===== src/rtl/byte_encode_seq.sv =====
// Packs a 256-coefficient polynomial into an LSB-first byte stream, d bits per coefficient.
// Optional feature: define BYTE_ENCODE_RANGE_CHK_EN to flag out-of-range coefficients on err_o.
module byte_encode_seq #(
   parameter int unsigned IN_WIDTH = 16
) (
   input  logic                clk_i,
   input  logic                rst_ni,
   input  logic                start_i,
   input  logic [3:0]          d_i,
   input  logic                coef_valid_i,
   input  logic [IN_WIDTH-1:0] coef_i,
   output logic                coef_ready_o,
   output logic                byte_valid_o,
   output logic [7:0]          byte_o,
   input  logic                byte_ready_i,
   output logic                byte_last_o,
   output logic                busy_o,
   output logic                done_o,
   output logic                err_o
);

   localparam int unsigned ACC_W  = 20;
   localparam int unsigned BCNT_W = 5;
   localparam int unsigned CNT_W  = 9;

   typedef enum logic [1:0] {S_IDLE, S_RUN, S_DONE} state_e;

   state_e             state_q, state_d;
   logic [3:0]         d_q, d_d;
   logic [CNT_W-1:0]   coef_cnt_q, coef_cnt_d;
   logic [CNT_W-1:0]   byte_cnt_q, byte_cnt_d;
   logic [BCNT_W-1:0]  bit_cnt_q, bit_cnt_d;
   logic [ACC_W-1:0]   acc_q, acc_d;
   logic               coef_ready_q, coef_ready_d;
   logic               byte_valid_q, byte_valid_d;
   logic               byte_last_q, byte_last_d;
   logic               busy_q, busy_d;
   logic               done_q, done_d;

   logic               coef_acc, byte_acc;
   logic [IN_WIDTH-1:0] coef_mask;
   logic [ACC_W-1:0]   coef_bits;
   logic [CNT_W-1:0]   last_idx_q, last_idx_d;

`ifdef BYTE_ENCODE_RANGE_CHK_EN
   logic err_q, err_d;
   logic coef_bad;
`endif

   assign coef_acc  = coef_valid_i & coef_ready_q;
   assign byte_acc  = byte_valid_q & byte_ready_i;
   assign coef_mask = (IN_WIDTH'(1) << d_q) - IN_WIDTH'(1);
   assign coef_bits = ACC_W'(coef_i & coef_mask);
   assign last_idx_q = {d_q, 5'd0} - CNT_W'(1);

`ifdef BYTE_ENCODE_RANGE_CHK_EN
   // Out of range: any bit at or above d, or not a valid mod-3329 residue at d=12
   assign coef_bad = ((coef_i >> d_q) != '0) ||
                     ((d_q == 4'd12) && (coef_i >= IN_WIDTH'(3329)));
`endif

   // Next-state, datapath and registered-output computation
   always_comb begin
      state_d    = state_q;
      d_d        = d_q;
      coef_cnt_d = coef_cnt_q;
      byte_cnt_d = byte_cnt_q;
      bit_cnt_d  = bit_cnt_q;
      acc_d      = acc_q;
`ifdef BYTE_ENCODE_RANGE_CHK_EN
      err_d      = err_q;
`endif
      unique case (state_q)
         S_IDLE: begin
            if (start_i && (d_i != 4'd0) && (d_i <= 4'd12)) begin
               d_d        = d_i;
               coef_cnt_d = '0;
               byte_cnt_d = '0;
               bit_cnt_d  = '0;
               acc_d      = '0;
`ifdef BYTE_ENCODE_RANGE_CHK_EN
               err_d      = 1'b0;
`endif
               state_d    = S_RUN;
            end
         end
         S_RUN: begin
            // coef_ready and byte_valid are exclusive, so at most one branch fires
            if (coef_acc) begin
               acc_d      = acc_q | (coef_bits << bit_cnt_q);
               bit_cnt_d  = bit_cnt_q + BCNT_W'(d_q);
               coef_cnt_d = coef_cnt_q + CNT_W'(1);
`ifdef BYTE_ENCODE_RANGE_CHK_EN
               if (coef_bad) err_d = 1'b1;
`endif
            end else if (byte_acc) begin
               acc_d      = acc_q >> 8;
               bit_cnt_d  = bit_cnt_q - BCNT_W'(8);
               byte_cnt_d = byte_cnt_q + CNT_W'(1);
               if (byte_cnt_q == last_idx_q) state_d = S_DONE;
            end
         end
         S_DONE:  state_d = S_IDLE;
         default: state_d = S_IDLE;
      endcase

      last_idx_d   = {d_d, 5'd0} - CNT_W'(1);
      coef_ready_d = (state_d == S_RUN) && (bit_cnt_d < BCNT_W'(8)) && !coef_cnt_d[8];
      byte_valid_d = (state_d == S_RUN) && (bit_cnt_d >= BCNT_W'(8));
      byte_last_d  = byte_valid_d && (byte_cnt_d == last_idx_d);
      busy_d       = (state_d != S_IDLE);
      done_d       = (state_d == S_DONE);
   end

   always_ff @(posedge clk_i or negedge rst_ni) begin
      if (!rst_ni) begin
         state_q      <= S_IDLE;
         d_q          <= '0;
         coef_cnt_q   <= '0;
         byte_cnt_q   <= '0;
         bit_cnt_q    <= '0;
         acc_q        <= '0;
         coef_ready_q <= 1'b0;
         byte_valid_q <= 1'b0;
         byte_last_q  <= 1'b0;
         busy_q       <= 1'b0;
         done_q       <= 1'b0;
      end else begin
         state_q      <= state_d;
         d_q          <= d_d;
         coef_cnt_q   <= coef_cnt_d;
         byte_cnt_q   <= byte_cnt_d;
         bit_cnt_q    <= bit_cnt_d;
         acc_q        <= acc_d;
         coef_ready_q <= coef_ready_d;
         byte_valid_q <= byte_valid_d;
         byte_last_q  <= byte_last_d;
         busy_q       <= busy_d;
         done_q       <= done_d;
      end
   end

`ifdef BYTE_ENCODE_RANGE_CHK_EN
   always_ff @(posedge clk_i or negedge rst_ni) begin
      if (!rst_ni) err_q <= 1'b0;
      else         err_q <= err_d;
   end
   assign err_o = err_q;
`else
   assign err_o = 1'b0;
`endif

   assign coef_ready_o = coef_ready_q;
   assign byte_valid_o = byte_valid_q;
   assign byte_o       = acc_q[7:0];
   assign byte_last_o  = byte_last_q;
   assign busy_o       = busy_q;
   assign done_o       = done_q;

endmodule


===== config.mk =====
export PLATFORM = sky130hd
export DESIGN_NAME = byte_encode_seq
export DESIGN_NICKNAME = d
export VERILOG_FILES = /design/src/rtl/byte_encode_seq.sv
export SDC_FILE = /design/constraint.sdc
export NUM_CORES = 1
export LEC_CHECK = 0
export ABC_AREA = 1
export CAP_MARGIN = 20
export CORE_ASPECT_RATIO = 1.4
export CORE_MARGIN = 3
export CORE_UTILIZATION = 59
export CTS_BUF_LIST = sky130_fd_sc_hd__clkbuf_16
export CTS_CLUSTER_DIAMETER = 150
export DETAILED_ROUTE_END_ITERATION = 10
export GPL_ROUTABILITY_DRIVEN = 0
export PLACE_DENSITY = 0.81
export SYNTH_ARGS = -nofsm -noshare
export SYNTH_HDL_FRONTEND = slang
export SYNTH_SLANG_ARGS = --single-unit

===== constraint.sdc =====
create_clock -name clk_i -period 2.7 [get_ports clk_i]
set_input_delay 0.675 -clock clk_i [delete_from_list [all_inputs] [get_ports clk_i]]
set_output_delay 0.675 -clock clk_i [all_outputs]
set_load 0.02 [all_outputs]

Word-level counts from Yosys, hierarchy flattened

Cells that the tools add are included.

Equality and inequality tests: 8
Order comparisons: 3
$mul: 0
Muxes and demuxes: 22
Reductions and logical operators: 13
Divide/modulo/power cells: 0
Add/sub/neg operators: 7
Shift operators: 2
Bitwise operators: 4

Operators by type and width:

| operator                | number |
|---|---|
| $mux W20                | 3 |
| $mux W9                 | 5 |
| $pmux W20 S2            | 1 |
| $pmux W9 S2             | 2 |
| $or A20 B20 Y20         | 1 |
| $shl A16 B5 Y20         | 1 |
| $add A9 B1 Y9 const B   | 2 |
| $eq A9 B9 Y1            | 2 |
| $sub A9 B1 Y9 const B   | 2 |
| $and A16 B16 Y16        | 1 |
| $shl A1 B4 Y16 const A  | 1 |
| $sub A16 B2 Y16 const B | 1 |
| $mux W5                 | 3 |
| $pmux W5 S2             | 1 |
| $mux W2                 | 4 |
| $mux W4                 | 2 |
| $logic_and A1 B1 Y1     | 6 |
| $reduce_and A3 Y1       | 2 |
| $add A5 B4 Y5           | 1 |
| $ge A5 B4 Y1 const B    | 1 |
| $lt A5 B4 Y1 const B    | 1 |
| $sub A5 B4 Y5 const B   | 1 |
| $eq A2 B1 Y1 const B    | 2 |
| $le A4 B4 Y1 const B    | 1 |
| other kinds (9)         | 12 |

Latch bits: 0
ROM bits: 0
Memories kept: 0
RAM bits: 0
Output and inout bits: 14
Register bits: 54

Longest topological paths before layout

Gate-level depths: netlist of run 1.

Word-level depth: 9
Mapped depth: 19

Least setup slack after synthesis of run 1

OpenSTA, ideal clock, no wires.

Kind: reg2reg
Start point: reg d_q[0]
End point: reg acc_q[19]
Data arrival time: 2272 ps
Setup slack: 362 ps
Cell stages (with the launch flop): 17
Clock period less this slack: 2338 ps
Library setup time: 66 ps
Cells stage by stage: dfrtp_1 -> inv_1 -> ha_1 -> nand3_2 -> ha_1 -> nor2_1 -> inv_1 -> o21ai_0 -> inv_1 -> nand2_1 -> nand2_1 -> nor2_1 -> nand3_1 -> nand2_1 -> nand3b_1 -> nand2_1 -> nand2_1

Cells in the longest elaborated chain, start to end: 7

RTL lines:

| item                   | RTL line | text |
|---|---|---|
| start, declared        | 29       | `logic [3:0] d_q, d_d;` |
| start signal, assigned | 118      | `d_q <= '0;` |
| start signal, assigned | 130      | `d_q <= d_d;` |
| $shl A1 B4 Y16         | 52       | `assign coef_mask = (IN_WIDTH'(1) << d_q) - IN_WIDTH'(1);` |
| $sub A16 B2 Y16        | 52       |  |
| $and A16 B16 Y16       | 53       | `assign coef_bits = ACC_W'(coef_i & coef_mask);` |
| $shl A16 B5 Y20        | 90       | `acc_d = acc_q \| (coef_bits << bit_cnt_q);` |
| $or A20 B20 Y20        | 90       |  |
| $mux W20               | 89       | `if (coef_acc) begin` |
| $pmux W20 S2           | 73       | `unique case (state_q)` |
| end signal, assigned   | 122      | `acc_q <= '0;` |
| end signal, assigned   | 134      | `acc_q <= acc_d;` |
| end, declared          | 33       | `logic [ACC_W-1:0] acc_q, acc_d;` |

No other way between the ends.
A chain may end at the register's enable or synchronous reset.

Final worst setup path of run 1

Start point: reg d_q[0]
End point: reg byte_last_q, in the netlist byte_last_o

Elaborated cells on any way between the ends: 17
Those cells by class: add/sub: 3; order compare: 1; eq/ne: 3; mux: 8; reduce/logical: 2

RTL lines:

| item                   | RTL line | text |
|---|---|---|
| $add A5 B4 Y5          | 91       | `bit_cnt_d = bit_cnt_q + BCNT_W'(d_q);` |
| $mux W5                | 89       |  |
| $pmux W5 S2            | 73       |  |
| named net bit_cnt_d[4] | 32       | `logic [BCNT_W-1:0] bit_cnt_q, bit_cnt_d;` |
| $ge A5 B4 Y1           | 109      | `byte_valid_d = (state_d == S_RUN) && (bit_cnt_d >= BCNT_W'(8));` |
| $logic_and A1 B1 Y1    | 109      |  |
| named net byte_valid_d | 35       | `logic byte_valid_q, byte_valid_d;` |
| $logic_and A1 B1 Y1    | 110      | `byte_last_d = byte_valid_d && (byte_cnt_d == last_idx_d);` |
| named net byte_last_d  | 36       | `logic byte_last_q, byte_last_d;` |
| end signal, assigned   | 137      | `byte_last_q <= byte_last_d;` |
| end, declared          | 36       |  |

The timed path passes the listed nets, and every way through them passes these cells.

==> results of run 1 <==
-- path summary, 6_finish.rpt --
path / from / slack [ns] / end
min in group clk_i: acc_q[14] / 0.48 / acc_q[14]
min reg2reg: acc_q[14] / 0.48 / acc_q[14]
max in group asynchronous: rst_ni / 1.60 / bit_cnt_q[0]
max reg2reg: d_q[0] / 0.09 / byte_last_o
max: d_q[0] / 0.09 / byte_last_o
min: rst_ni / 0.44 / acc_q[7]
-- synthesized netlist by cell type (3+ instances only) --
library cell	instances
nor2_2	7
nor2_1	57
nor3_1	7
inv_2	3
ha_1	13
xor2_1	3
nand4_1	22
o22ai_1	6
nand3_4	3
buf_2	5
nand2_1	169
buf_4	12
xnor2_1	5
inv_1	61
nand3b_1	4
a21oi_1	30
o211ai_1	5
clkbuf_1	10
clkinv_1	5
o21ai_1	10
a31oi_1	4
o21ai_0	31
dfrtp_1	54
nand2_2	3
nand3_2	4
nand3_1	102
-- per-layer routing --
| metal | GRT usage [%] | vias up |
|---|---|---|
| li1 | - | 2271 |
| met1 | 36.1 | 2132 |
| met2 | 55.5 | 221 |
| met3 | 3.10 | 49 |
| met4 | 14.5 | 0 |
| met5 | 0 | - |
-- power by group --
| part | total [uW] | switching, uW | internal [uW] |
|---|---|---|---|
| registers | 1280 | 214 | 1060 |
| logic | 2300 | 1440 | 858 |
| clock network | 727 | 292 | 435 |
| total | 4300 | 1950 | 2360 |
-- cell type report --
class / count / area share, %
multi-input cells: 502 / 50.6
repair buffers: 69 / 11.9
clock buffers: 5 / 2.47
flip-flops and latches: 54 / 26.6
inverters: 70 / 5.23
well taps: 95 / 2.34
clock inverters: 3 / 0.789
-- through the flow --
stage / worst slack [ns] / hold slack, ns / instance area, um^2 / util (%)
floorplan: 0.362 / 0.379 / 4360 / -
global placement: 0.0936 / 0.458 / 4900 / 69.3
detailed placement: 0.0209 / 0.466 / 4900 / 69.3
CTS: 0.100 / 0.471 / 5060 / 71.6
global route: 0.00818 / 0.492 / 5070 / 71.7
finish: 0.0869 / 0.439 / 5070 / 71.7
-- state kept, by name (all words and copies together), names as in the netlist --
name and flops:
byte_cnt_q 9, bit_cnt_q 5, coef_cnt_q 9, state_q 2, done_o 1, byte_valid_o 1, coef_ready_o 1, busy_o 1
d_q 4, acc_q 20, byte_last_o 1
-- worst reg2reg max path, cell delays in order, from the launching register on --
cell,delay (ns)
dfrtp_1,0.43
ha_1,0.25
fa_1,0.41
a21oi_1,0.19
nor2_1,0.05
o311ai_0,0.46
nor2_1,0.11
a21oi_1,0.22
nor2_1,0.07
nor2_1,0.14
nand3_1,0.11
nor2_1,0.11
-- logic make-up (layout without fill, tap and decap cells) --
group	Yosys count	count (layout)	synth area share [%]
DFF	54	54	31.0
muxes	1	1	0.230
AOI/OAI and AO/OA	96	96	12.4
xor gates and xnor gates	8	8	1.61
and+or+nand+nor	382	382	40.2
buffers and inverters	101	147	10.3
adders and majority gates	14	14	4.19
other	1	1	0.0861
==> impl_metrics.json, run 1 <==
{
  "gr-total-overflow": 0,
  "grt_max_degree": 33,
  "grt_pass1_wl_um": 20800,
  "worst-path-buf-inv": 0,
  "clockBufferDepth": 2,
  "hp-class": "input port to async pin",
  "setup_viol": 0,
  "viasPerCell": 5.86,
  "crit_top_cell": "nor2_1",
  "diodes": 0,
  "fin_crit_ns": 2.61,
  "synth_flop_cell": "dfrtp_1",
  "cp-end-kind": "flip-flop",
  "fin_skew_ns": 0.00785,
  "cts_setup_buffers": 0,
  "io_pins": 39,
  "tns_ns": 0,
  "ys_types": 44,
  "fmax_ghz": 0.383,
  "path_class": "flip-flop to flip-flop",
  "synthToLayoutAreaGrowth_pct": 16.5,
  "cp.arrival_ns": 2.83,
  "slew_viol_final": 0,
  "drive_gt1_share_pct": 9.67,
  "place_inst": 790,
  "initial_core_util_pct": 61.6,
  "final-instance-count-excl-fill": 798,
  "n_fill_cell": 621,
  "die-height_um": 108,
  "crit_cells": 11,
  "dieWidth_um": 78.6,
  "wl_met2_um": 6290,
  "p_leak_uw": 0.00261,
  "netlist_instances": 657,
  "cts_hold_buf": 0,
  "critPathMaxStageDelay_ns": 0.46,
  "antenna_found_initial": 0,
  "synth_area_leaders": "dfrtp_1 31%, nand2_1 15%, nand3_1 12%, inv_1 5.3%, nor2_1 4.9%",
  "yosys_warnings": 0,
  "cap_violations": 0,
  "met3WireLength_um": 684,
  "mostFrequentLayoutCell": "nand2_1",
  "worst_path_max_delay_cell": "o311ai_0",
  "cts_root_buf": "clkbuf_16",
  "max-slew-margin-rel_pct": 51.0,
  "core_area_um2": 7070,
  "detail-route-antenna-nets": 0,
  "ff2ff_path_depth": 11,
  "fin_nets": 741,
  "post_drt_wl_per_cell_um": 15.6,
  "cts_tree": "built",
  "path_clk_slew_ns": 0.07,
  "crit_family": "compound AO/OA/AOI/OAI gates",
  "post_synth.cell_area_avg_um2": 6.63,
  "htree_levels": 2,
  "synth_edf_count": 0,
  "wl_met1_um": 4880,
  "multi_input_area_um2": 2570,
  "crit_required_ns": 2.92,
  "numCtsBuffers": 5,
  "syn-num-nets": 696,
  "status": "finished, final reports clean",
  "area.sequential_um2": 1350,
  "ys_seq_area_share_pct": 31.0,
  "synth_top_cell_by_area": "dfrtp_1",
  "finalWirelength_um": 12400,
  "path_cells": "ha_1 -> fa_1 -> a21oi_1 -> nor2_1 -> o311ai_0 -> nor2_1 -> a21oi_1 -> nor2_1 -> nor2_1 -> nand3_1 -> nor2_1",
  "synth_top_area_share_pct": 31.0,
  "cts_sinks": 54,
  "synth-seq-cells": 54,
  "die_area_um2": 8470,
  "clk_latency_ns": 0.29,
  "async_flop_share_pct": 100,
  "power.density_nw_per_um2": 848,
  "grt_usage_pct": 30.8,
  "cp_max_fo": 5,
  "synth_area_um2": 4360,
  "finalHoldViolCount": 0,
  "cp-start-kind": "flip-flop",
  "cts_resized": 0,
  "vias": 4673,
  "layout_common_cells": "169 x nand2_1, 101 x nand3_1, 61 x inv_1",
  "num_rows": 36,
  "dp.final_hpwl_um": 9570,
  "io_buffers": 37,
  "grt_pass1_vias": 4649,
  "fin_crit_sh_pct": 96.8,
  "worstMarginPinSlew_ns": 0.735,
  "ir_drop_v": 0.000600,
  "drtIter0Drc": 363,
  "remaining_drc_errors": 0,
  "first_pass_iters": 5,
  "top_layer": "met4",
  "power_uw": 4300,
  "rsz0062_at_grt": "false"
}
(Power assumes the default switching activity.)
==> run 2, diff against run 1 <==
--- a/config.mk
+++ b/config.mk
@@ -18,3 +18,4 @@
 export SYNTH_ARGS = -nofsm -noshare
 export SYNTH_HDL_FRONTEND = slang
 export SYNTH_SLANG_ARGS = --single-unit
+export TNS_END_PERCENT = 50
==> results of run 2 <==
Same layout as run 1: the final DEF is identical, and so are final timing and power.
